$ cat config.mk
export PLATFORM = sky130hd
export DESIGN_NAME = cdb_writeback
export DESIGN_NICKNAME = d
export VERILOG_FILES = /design/src/rtl/gpu_pkg.sv /design/src/rtl/cdb_fifo.sv /design/src/rtl/cdb_writeback.sv
export SDC_FILE = /design/constraint.sdc
export NUM_CORES = 2
export LEC_CHECK = 0
export BUFFER_PORTS_ARGS = -buffer_cell sky130_fd_sc_hd__buf_2
export CAP_MARGIN = 15
export CELL_PAD_IN_SITES_DETAIL_PLACEMENT = 1
export CELL_PAD_IN_SITES_GLOBAL_PLACEMENT = 1
export CORE_AREA = 2 2 346 348
export DETAILED_ROUTE_END_ITERATION = 8
export DIE_AREA = 0 0 348 350
export PLACE_DENSITY_LB_ADDON = 0.1
export REMOVE_ABC_BUFFERS = 1
export SLEW_MARGIN = 20
export SYNTH_ARGS = -nofsm -noshare
export SYNTH_HDL_FRONTEND = slang
export SYNTH_SLANG_ARGS = --single-unit
$ cat constraint.sdc
create_clock -name clk -period 29.1 [get_ports clk]
set_input_delay 2.91 -clock clk [delete_from_list [all_inputs] [get_ports clk]]
set_output_delay 2.91 -clock clk [all_outputs]
set_load 0.01 [all_outputs]
$ cat src/rtl/gpu_pkg.sv
// Shared GPU core types: CDB field widths and the buffered write-back entry.
package gpu_pkg;

    localparam int unsigned CDB_DATA_W = 256;
    localparam int unsigned REG_ADDR_W = 3;
    localparam int unsigned SCBID_W    = 2;
    localparam int unsigned INSTR_W    = 32;
    localparam int unsigned WARP_W     = 3;

    typedef struct packed {
        logic [WARP_W-1:0]     warp;
        logic [REG_ADDR_W-1:0] dst;
        logic [SCBID_W-1:0]    scbid;
        logic [CDB_DATA_W-1:0] data;
        logic [INSTR_W-1:0]    instr;
    } cdb_entry_t;

endpackage

$ cat src/rtl/cdb_fifo.sv
// Small synchronous FIFO for one CDB source; pushes into a full FIFO and pops
// from an empty one are dropped, so a full FIFO never accepts even while popping.
module cdb_fifo #(
    parameter int unsigned DEPTH = 2,
    parameter type entry_t = logic
) (
    input  logic                   clk,
    input  logic                   rst,
    input  logic                   push,
    input  logic                   pop,
    input  entry_t                 wdata,
    output entry_t                 rdata,
    output logic [$clog2(DEPTH):0] count,
    output logic                   empty,
    output logic                   full
);

    localparam int unsigned PTR_W = $clog2(DEPTH);
    localparam int unsigned CNT_W = PTR_W + 1;

    entry_t             mem [DEPTH];
    logic [PTR_W-1:0]   wptr_q, rptr_q;
    logic [CNT_W-1:0]   count_q, count_d;
    logic               push_ok, pop_ok;

    assign full    = (count_q == CNT_W'(DEPTH));
    assign empty   = (count_q == '0);
    assign count   = count_q;
    assign rdata   = mem[rptr_q];
    assign push_ok = push && !full;
    assign pop_ok  = pop && !empty;

    always_comb begin
        count_d = count_q;
        unique case ({push_ok, pop_ok})
            2'b10:   count_d = count_q + CNT_W'(1);
            2'b01:   count_d = count_q - CNT_W'(1);
            default: count_d = count_q;
        endcase
    end

    always_ff @(posedge clk or negedge rst) begin
        if (!rst) begin
            wptr_q  <= '0;
            rptr_q  <= '0;
            count_q <= '0;
        end else begin
            if (push_ok) wptr_q <= wptr_q + PTR_W'(1);
            if (pop_ok)  rptr_q <= rptr_q + PTR_W'(1);
            count_q <= count_d;
        end
    end

    always_ff @(posedge clk) begin
        if (push_ok) mem[wptr_q] <= wdata;
    end

endmodule

$ cat src/rtl/cdb_writeback.sv
// CDB write-back: buffers ALU and MEM results, round-robin arbitrates them and
// drives one registered RFOC write plus scoreboard clear per cycle.
module cdb_writeback
    import gpu_pkg::*;
#(
    parameter int unsigned NUM_WARPS    = 8,
    parameter int unsigned LOGNUM_WARPS = $clog2(NUM_WARPS),
    parameter int unsigned DEPTH        = 2
) (
    input  logic                    clk,
    input  logic                    rst,
    input  logic                    Valid_ALU_CDB,
    output logic                    Ready_CDB_ALU,
    input  logic [LOGNUM_WARPS-1:0] WarpID_ALU_CDB,
    input  logic [REG_ADDR_W-1:0]   Dst_ALU_CDB,
    input  logic [SCBID_W-1:0]      ScbID_ALU_CDB,
    input  logic [CDB_DATA_W-1:0]   Data_ALU_CDB,
    input  logic [INSTR_W-1:0]      Instr_ALU_CDB,
    input  logic                    Valid_MEM_CDB,
    output logic                    Ready_CDB_MEM,
    input  logic [LOGNUM_WARPS-1:0] WarpID_MEM_CDB,
    input  logic [REG_ADDR_W-1:0]   Dst_MEM_CDB,
    input  logic [SCBID_W-1:0]      ScbID_MEM_CDB,
    input  logic [CDB_DATA_W-1:0]   Data_MEM_CDB,
    input  logic [INSTR_W-1:0]      Instr_MEM_CDB,
    output logic                    RegWrite_CDB_OC,
    output logic [REG_ADDR_W-1:0]   WriteAddr_CDB_OC,
    output logic [WARP_W-1:0]       HWWarp_CDB_OC,
    output logic [CDB_DATA_W-1:0]   Data_CDB_OC,
    output logic [INSTR_W-1:0]      Instr_CDB_OC,
    output logic                    Clear_Valid_CDB_Scb,
    output logic [SCBID_W-1:0]      Clear_ScbID_CDB_Scb,
    output logic [LOGNUM_WARPS-1:0] Clear_WarpID_CDB_Scb,
    output logic                    Idle_CDB
);

    cdb_entry_t             alu_in, mem_in, alu_head, mem_head, out_q;
    logic [$clog2(DEPTH):0] alu_count, mem_count;
    logic                   alu_empty, mem_empty, alu_full, mem_full;
    logic                   pop_alu, pop_mem;
    logic                   we_q;
    logic                   last_q;  // 0: ALU served last, 1: MEM served last

    assign alu_in = '{warp: WARP_W'(WarpID_ALU_CDB), dst: Dst_ALU_CDB, scbid: ScbID_ALU_CDB,
                      data: Data_ALU_CDB, instr: Instr_ALU_CDB};
    assign mem_in = '{warp: WARP_W'(WarpID_MEM_CDB), dst: Dst_MEM_CDB, scbid: ScbID_MEM_CDB,
                      data: Data_MEM_CDB, instr: Instr_MEM_CDB};

    assign Ready_CDB_ALU = !alu_full;
    assign Ready_CDB_MEM = !mem_full;

    cdb_fifo #(.DEPTH(DEPTH), .entry_t(cdb_entry_t)) u_alu_fifo (
        .clk   (clk),
        .rst   (rst),
        .push  (Valid_ALU_CDB && Ready_CDB_ALU),
        .pop   (pop_alu),
        .wdata (alu_in),
        .rdata (alu_head),
        .count (alu_count),
        .empty (alu_empty),
        .full  (alu_full)
    );

    cdb_fifo #(.DEPTH(DEPTH), .entry_t(cdb_entry_t)) u_mem_fifo (
        .clk   (clk),
        .rst   (rst),
        .push  (Valid_MEM_CDB && Ready_CDB_MEM),
        .pop   (pop_mem),
        .wdata (mem_in),
        .rdata (mem_head),
        .count (mem_count),
        .empty (mem_empty),
        .full  (mem_full)
    );

    always_comb begin
        pop_alu = 1'b0;
        pop_mem = 1'b0;
        if (!alu_empty && !mem_empty) begin
            pop_alu = last_q;
            pop_mem = !last_q;
        end else if (!alu_empty) begin
            pop_alu = 1'b1;
        end else if (!mem_empty) begin
            pop_mem = 1'b1;
        end
    end

    always_ff @(posedge clk or negedge rst) begin
        if (!rst) begin
            we_q   <= 1'b0;
            out_q  <= '0;
            last_q <= 1'b1;
        end else begin
            we_q <= pop_alu || pop_mem;
            if (pop_alu || pop_mem) begin
                out_q  <= pop_alu ? alu_head : mem_head;
                last_q <= pop_mem;
            end
        end
    end

    assign RegWrite_CDB_OC      = we_q;
    assign Clear_Valid_CDB_Scb  = we_q;
    assign WriteAddr_CDB_OC     = out_q.dst;
    assign HWWarp_CDB_OC        = out_q.warp;
    assign Data_CDB_OC          = out_q.data;
    assign Instr_CDB_OC         = out_q.instr;
    assign Clear_ScbID_CDB_Scb  = out_q.scbid;
    assign Clear_WarpID_CDB_Scb = LOGNUM_WARPS'(out_q.warp);
    assign Idle_CDB             = !we_q && (alu_count == '0) && (mem_count == '0);

endmodule

* After elaboration in Yosys (flattened, before gate mapping)
Memory sizes are Yosys's and may differ from the RTL's. Cells that the tools add are included.
Word-level totals: register bits after elaboration 306, memory bits (writable) 1184, bits of input ports 596, output and inout bits 304, logic and storage cells 61, memories 2
Cells by class: add/subtract/negate cells 8, equal/unequal tests 6, muxes and demuxes 12, reductions and logical operators 20
Memory list:
- u_alu_fifo.mem | words 2, width 296, read ports 1, clocked after Yosys merged registers in 0, write ports 1, line cdb_fifo.sv:21 | entry_t mem [DEPTH];
- u_mem_fifo.mem | words 2, width 296, read ports 1, clocked after Yosys merged registers in 0, write ports 1, line cdb_fifo.sv:21
Operator list (number):
- 296-bit two-way mux | 1
- 1-bit logical AND | 9
- 1-bit two-way mux | 9
- 2-bit == test (second input constant) | 4
- 2-bit case mux with 2 select lines | 2
- 1-bit logical NOT | 6
- 1-bit adder (second input constant) | 4
- 2-bit by 1-bit adder with 2-bit output (second input constant) | 2
- 2-bit by 1-bit == test with 1-bit output (second input constant) | 2
- 2-bit logical NOT | 2
- 2-bit nonzero test | 2
- 2-bit by 1-bit subtractor with 2-bit output (second input constant) | 2
- 1-bit logical OR | 1

* Depth between registers and ports, before layout
word-level depth 7, mapped depth 9, depth with buffers taken out 6

* Cells and area by module
From an unflattened synthesis, not the netlist that was laid out.
Unflattened totals: cells, all modules 3541, area total of the unflattened synthesis 63479.6 um^2
Modules (own cells, without submodules):
- cdb_fifo | instances 2, cells each 939, area each 22501.6 um^2, seq. area each 17877.1 um^2
- cdb_writeback | instances 1, cells each 1663, area each 18476.5 um^2, seq. area each 7458.4 um^2

* Least setup slack after synthesis
OpenSTA, ideal clock, no wires.
path type input -> register, start in Valid_ALU_CDB, end mem u_alu_fifo.mem[0][0] (netlist name) (enable), setup time 0.959 ns, arrival 15.261 ns, required time 28.141 ns, setup slack 12.880 ns, stages on the path 2, cells stage by stage nand2_1 -> nor2_1
Between the ends: word-level cells in the longest chain between the ends 4
RTL lines:
- start, declared | line cdb_writeback.sv:12 | input logic Valid_ALU_CDB,
- 1-bit logical AND | line cdb_writeback.sv:55 | .push (Valid_ALU_CDB && Ready_CDB_ALU),
- 1-bit logical AND | line cdb_fifo.sv:30 | assign push_ok = push && !full;
- 1-bit two-way mux | line cdb_fifo.sv:55 | if (push_ok) mem[wptr_q] <= wdata;
- 1-bit two-way mux (not written as such) | line cdb_fifo.sv:55
- end, declared | line cdb_fifo.sv:21
No other way between the ends.

* Final worst setup path
start reg u_mem_fifo.count_q[1] (netlist: u_mem_fifo.count[1]), end out Idle_CDB
Between the ends: word-level cells in the longest chain between the ends 2
RTL lines:
- start, declared | line cdb_fifo.sv:23 | logic [CNT_W-1:0] count_q, count_d;
- start signal, assigned | line cdb_fifo.sv:50 | count_q <= count_d;
- 2-bit logical NOT | line cdb_writeback.sv:111 | assign Idle_CDB = !we_q && (alu_count == '0) && (mem_count == '0);
- 1-bit logical AND | line cdb_writeback.sv:111
- end, declared | line cdb_writeback.sv:34 | output logic Idle_CDB
No other way between the ends.

==> run metrics <==
post-synthesis cell area=56270 µm²; via count=33770; Initial Util=~48%; post-route core utilization=about 57%; layout cell share with drive strength beyond 1=a little under a third; yosys warns=0; Reg2Reg Capture Point=Data_CDB_OC[28]$_DFFE_PN0P_; Crit Reg-Reg Startpoint=u_mem_fifo.count[1]$_DFFE_PN0P_; endpoints failing hold=0; hold_buf cts=0; Routed WL=between 150000 and 200000 µm; Post-synth EDFFs=~1200; average cell area after synthesis=around 17 µm²; post-place setup slack=22560 ps; crit share post-route=a little under a quarter; Startpoint Class=flop; area grow syn2layout=19.57%; CTS Buf Count=~160; power share of the clock group=approximately a quarter; Yosys top cell area share=63.19%; Switch Pwr=~2.7 mW; final setup fails=0; CTS tree=built; Worst-Margin Slew=about 1200 ps; initial antenna violation count=around 150; synthesized instance count=around 3300; ranking of synthesized cells by area=edfxtp_1, dfrtp_1, mux2i_1, a22o_1, o22ai_1; largest net degree at the start of global routing=about 170; most common cell in the netlist=edfxtp_1; Power Dens Cells=around 120 nW/µm²; max_cap viols=0; Pre-antenna DRT Iters=5; crit end category=output pin; gr ovfl total=0; FF-to-FF setup slack=about 25000 ps; Min Hold Slack=about 490 ps; worst vdd ir=between 0.00008 and 0.00009 V; first-pass GRT wire length=about 240000 µm; final antenna-violating net count=0; Final min period=approximately 6600 ps; Max FO, Critical Path=roughly 160; CP endpoint=Idle_CDB; Hold/Removal Path Class=reg -> reg; Comb power frac=33.3%; LEAKAGE=26.28 nW; Req. time, crit path=roughly 26000 ps; RSZ-0062 raised after global routing=no; Crit Path Class=reg -> out; die area=about 120000 µm²; vias per std cell=5.780; Core Rows=around 130; clock root buffer master=clkbuf_16; ys async rst share=approximately a fifth; Die H=roughly 350 µm; Iter 0 DRT Violations=about 2300; slowest stage cell on the critical path=nor4_4; TritonCTS Sinks=roughly 1500; WL/cell=just under 30 µm; Crit path arrival time=between 3000 and 4000 ps; Switching Fraction=around a third; CTS resizes=0; final worst slack=between 20000 and 25000 ps; io pins=900; DIE WIDTH=348 µm; highest clock rate=0.1521 GHz; Seq/Total Area, Yosys=roughly three quarters; Slew headroom=between 20 and 25%; DRC=0; Max Root-Sink Buffers=3; Setup crit start=u_mem_fifo.count[1]$_DFFE_PN0P_; clk slew on worst S/H paths=about 60 ps; Final Slew Violations=0; Yosys cell types=32; Core ar.=117800 µm²; # port buffers=between 800 and 900; Top delay family on crit path=simple AND/OR/NAND/NOR gates; Synth Register Bits=roughly 1500; hpwl dp=between 100000 and 150000 µm; outcome=finished clean; nets=around 4700; CP peak stage delay=around 940 ps; most frequent cells after synthesis=edfxtp_1, mux2i_1, dfrtp_1; depth of the CTS H-tree=4; Post-synth top flop=edfxtp_1; Final GP Congestion=a little under 0.8; post-CTS setup buffers=0; P_int=5.083 mW; skew final=23.17 ps; Cell Chain, Critical Path=nor4_4, buf_12, inv_8, nor2_1, buf_2; Total GRT Usage=a little over a quarter; Seq pwr share=roughly 42%; Skew-Pair Late Insertion Delay=750 ps; Setup Total Neg Slack=0 ps; crit path buf inv count=3; cell count along the critical path=5; Yosys top cell by area=edfxtp_1; FF-to-FF path depth=6; vias in the first global route=roughly 35000
-- final cells by class --
cell class	instances	area, µm²
Clock buffer	240	4609
Inverter	1	11.26
Clock inverter	50	301.5
Antenna cell	69	172.7
Fill cell	10940	50490
Timing Repair Buffer	943	5030
Tap cell	1536	1922
Sequential cell	1490	43220
Multi-Input combinational cell	1514	12010
-- flip-flops by register name (all words and copies together) (netlist names) --
signal / cells
Clear_ScbID_CDB_Scb: 2
Clear_Valid_CDB_Scb: 1
Clear_WarpID_CDB_Scb: 3
Data_CDB_OC: 256
Instr_CDB_OC: 32
WriteAddr_CDB_OC: 3
last_q: 1
u_alu_fifo.count: 2
u_alu_fifo.mem: 592
u_alu_fifo.rptr_q: 1
u_alu_fifo.wptr_q: 1
u_mem_fifo.count: 2
u_mem_fifo.mem: 592
u_mem_fifo.rptr_q: 1
u_mem_fifo.wptr_q: 1
-- cell usage in the layout, fill, tap and decap left out, types with 6 or more instances in the layout --
master and n:
edfxtp_1 1184, buf_2 898, mux2i_1 528, dfrtp_1 303, clkbuf_16 164, o22ai_1 151
o21ai_0 151, a22o_1 151, nand2_1 83, nand3_1 81, o221a_2 73, diode_2 69
nor2_1 68, nor3_1 65, mux2_2 64, a211oi_1 64, clkbuf_1 54, buf_4 30
clkinv_2 26, clkbuf_8 22, clkinv_1 16, buf_12 12, o221a_1 8, xnor2_1 6
nor2_4 6
-- worst min path at each step --
stage	start	to	slack [ps]	cells after the start
floorplan	u_mem_fifo.wptr_q$_DFFE_PN0P_	u_mem_fifo.wptr_q$_DFFE_PN0P_	460	1
global placement	Data_CDB_OC[8]$_DFFE_PN0P_	Data_CDB_OC[8]$_DFFE_PN0P_	480	1
detailed placement	Data_CDB_OC[23]$_DFFE_PN0P_	Data_CDB_OC[23]$_DFFE_PN0P_	490	1
CTS	Data_CDB_OC[164]$_DFFE_PN0P_	Data_CDB_OC[164]$_DFFE_PN0P_	500	1
global route	Data_CDB_OC[23]$_DFFE_PN0P_	Data_CDB_OC[23]$_DFFE_PN0P_	510	1
finish	Data_CDB_OC[226]$_DFFE_PN0P_	Data_CDB_OC[226]$_DFFE_PN0P_	490	1
-- cells by family after synthesis --
logic type	count (synthesis)	synth area share, %
compound gates	601	7.892
xor+xnor	10	0.1557
fa+ha+maj	2	0.04447
buf+inv	247	1.990
flops	1490	76.80
mux	592	10.67
simple gates	309	2.444
-- worst register-to-register path, delay by kind of cell (launching register included) --
| family | cells | cell delay [ps] |
|---|---|---|
| buffers and inverters | 4 | 2000 |
| AND/OR/NAND/NOR | 1 | 940 |
| AO/OA/AOI/OAI | 1 | 640 |
| flip-flops | 1 | 530 |
-- power by group through the flow --
stage | registers, mW | clock network [mW] | logic [mW]
final | 3.29 | 1.91 | 2.60
after global routing | 3.34 | 2.03 | 2.79
after CTS | 3.29 | 1.94 | 2.63
after detailed placement | 3.32 | 0 | 2.63
after global placement | 3.30 | 0 | 2.55
after floorplan | 3.64 | 0 | 1.78
-- per-stage QoR --
stage,cell area [µm²],std cells,total power [mW]
2_1_floorplan,55150,3005,5.423
3_5_place_dp,62150,5482,5.947
6_report,67280,5843,7.802
4_1_cts,67060,5772,7.865
5_1_grt,67230,5822,8.166
3_3_place_gp,62120,5481,5.851
-- routing by layer --
layer | part of all wire (%) | up-vias | GRT usage (%)
met2 | 50 | 1188 | 45.45
met5 | 0.30 | - | 0
met4 | 4.7 | 78 | 13.97
met1 | 38 | 17440 | 32.24
li1 | - | 14650 | -
met3 | 6.8 | 420 | 7.165
Power figures use the tool's default switching activity.
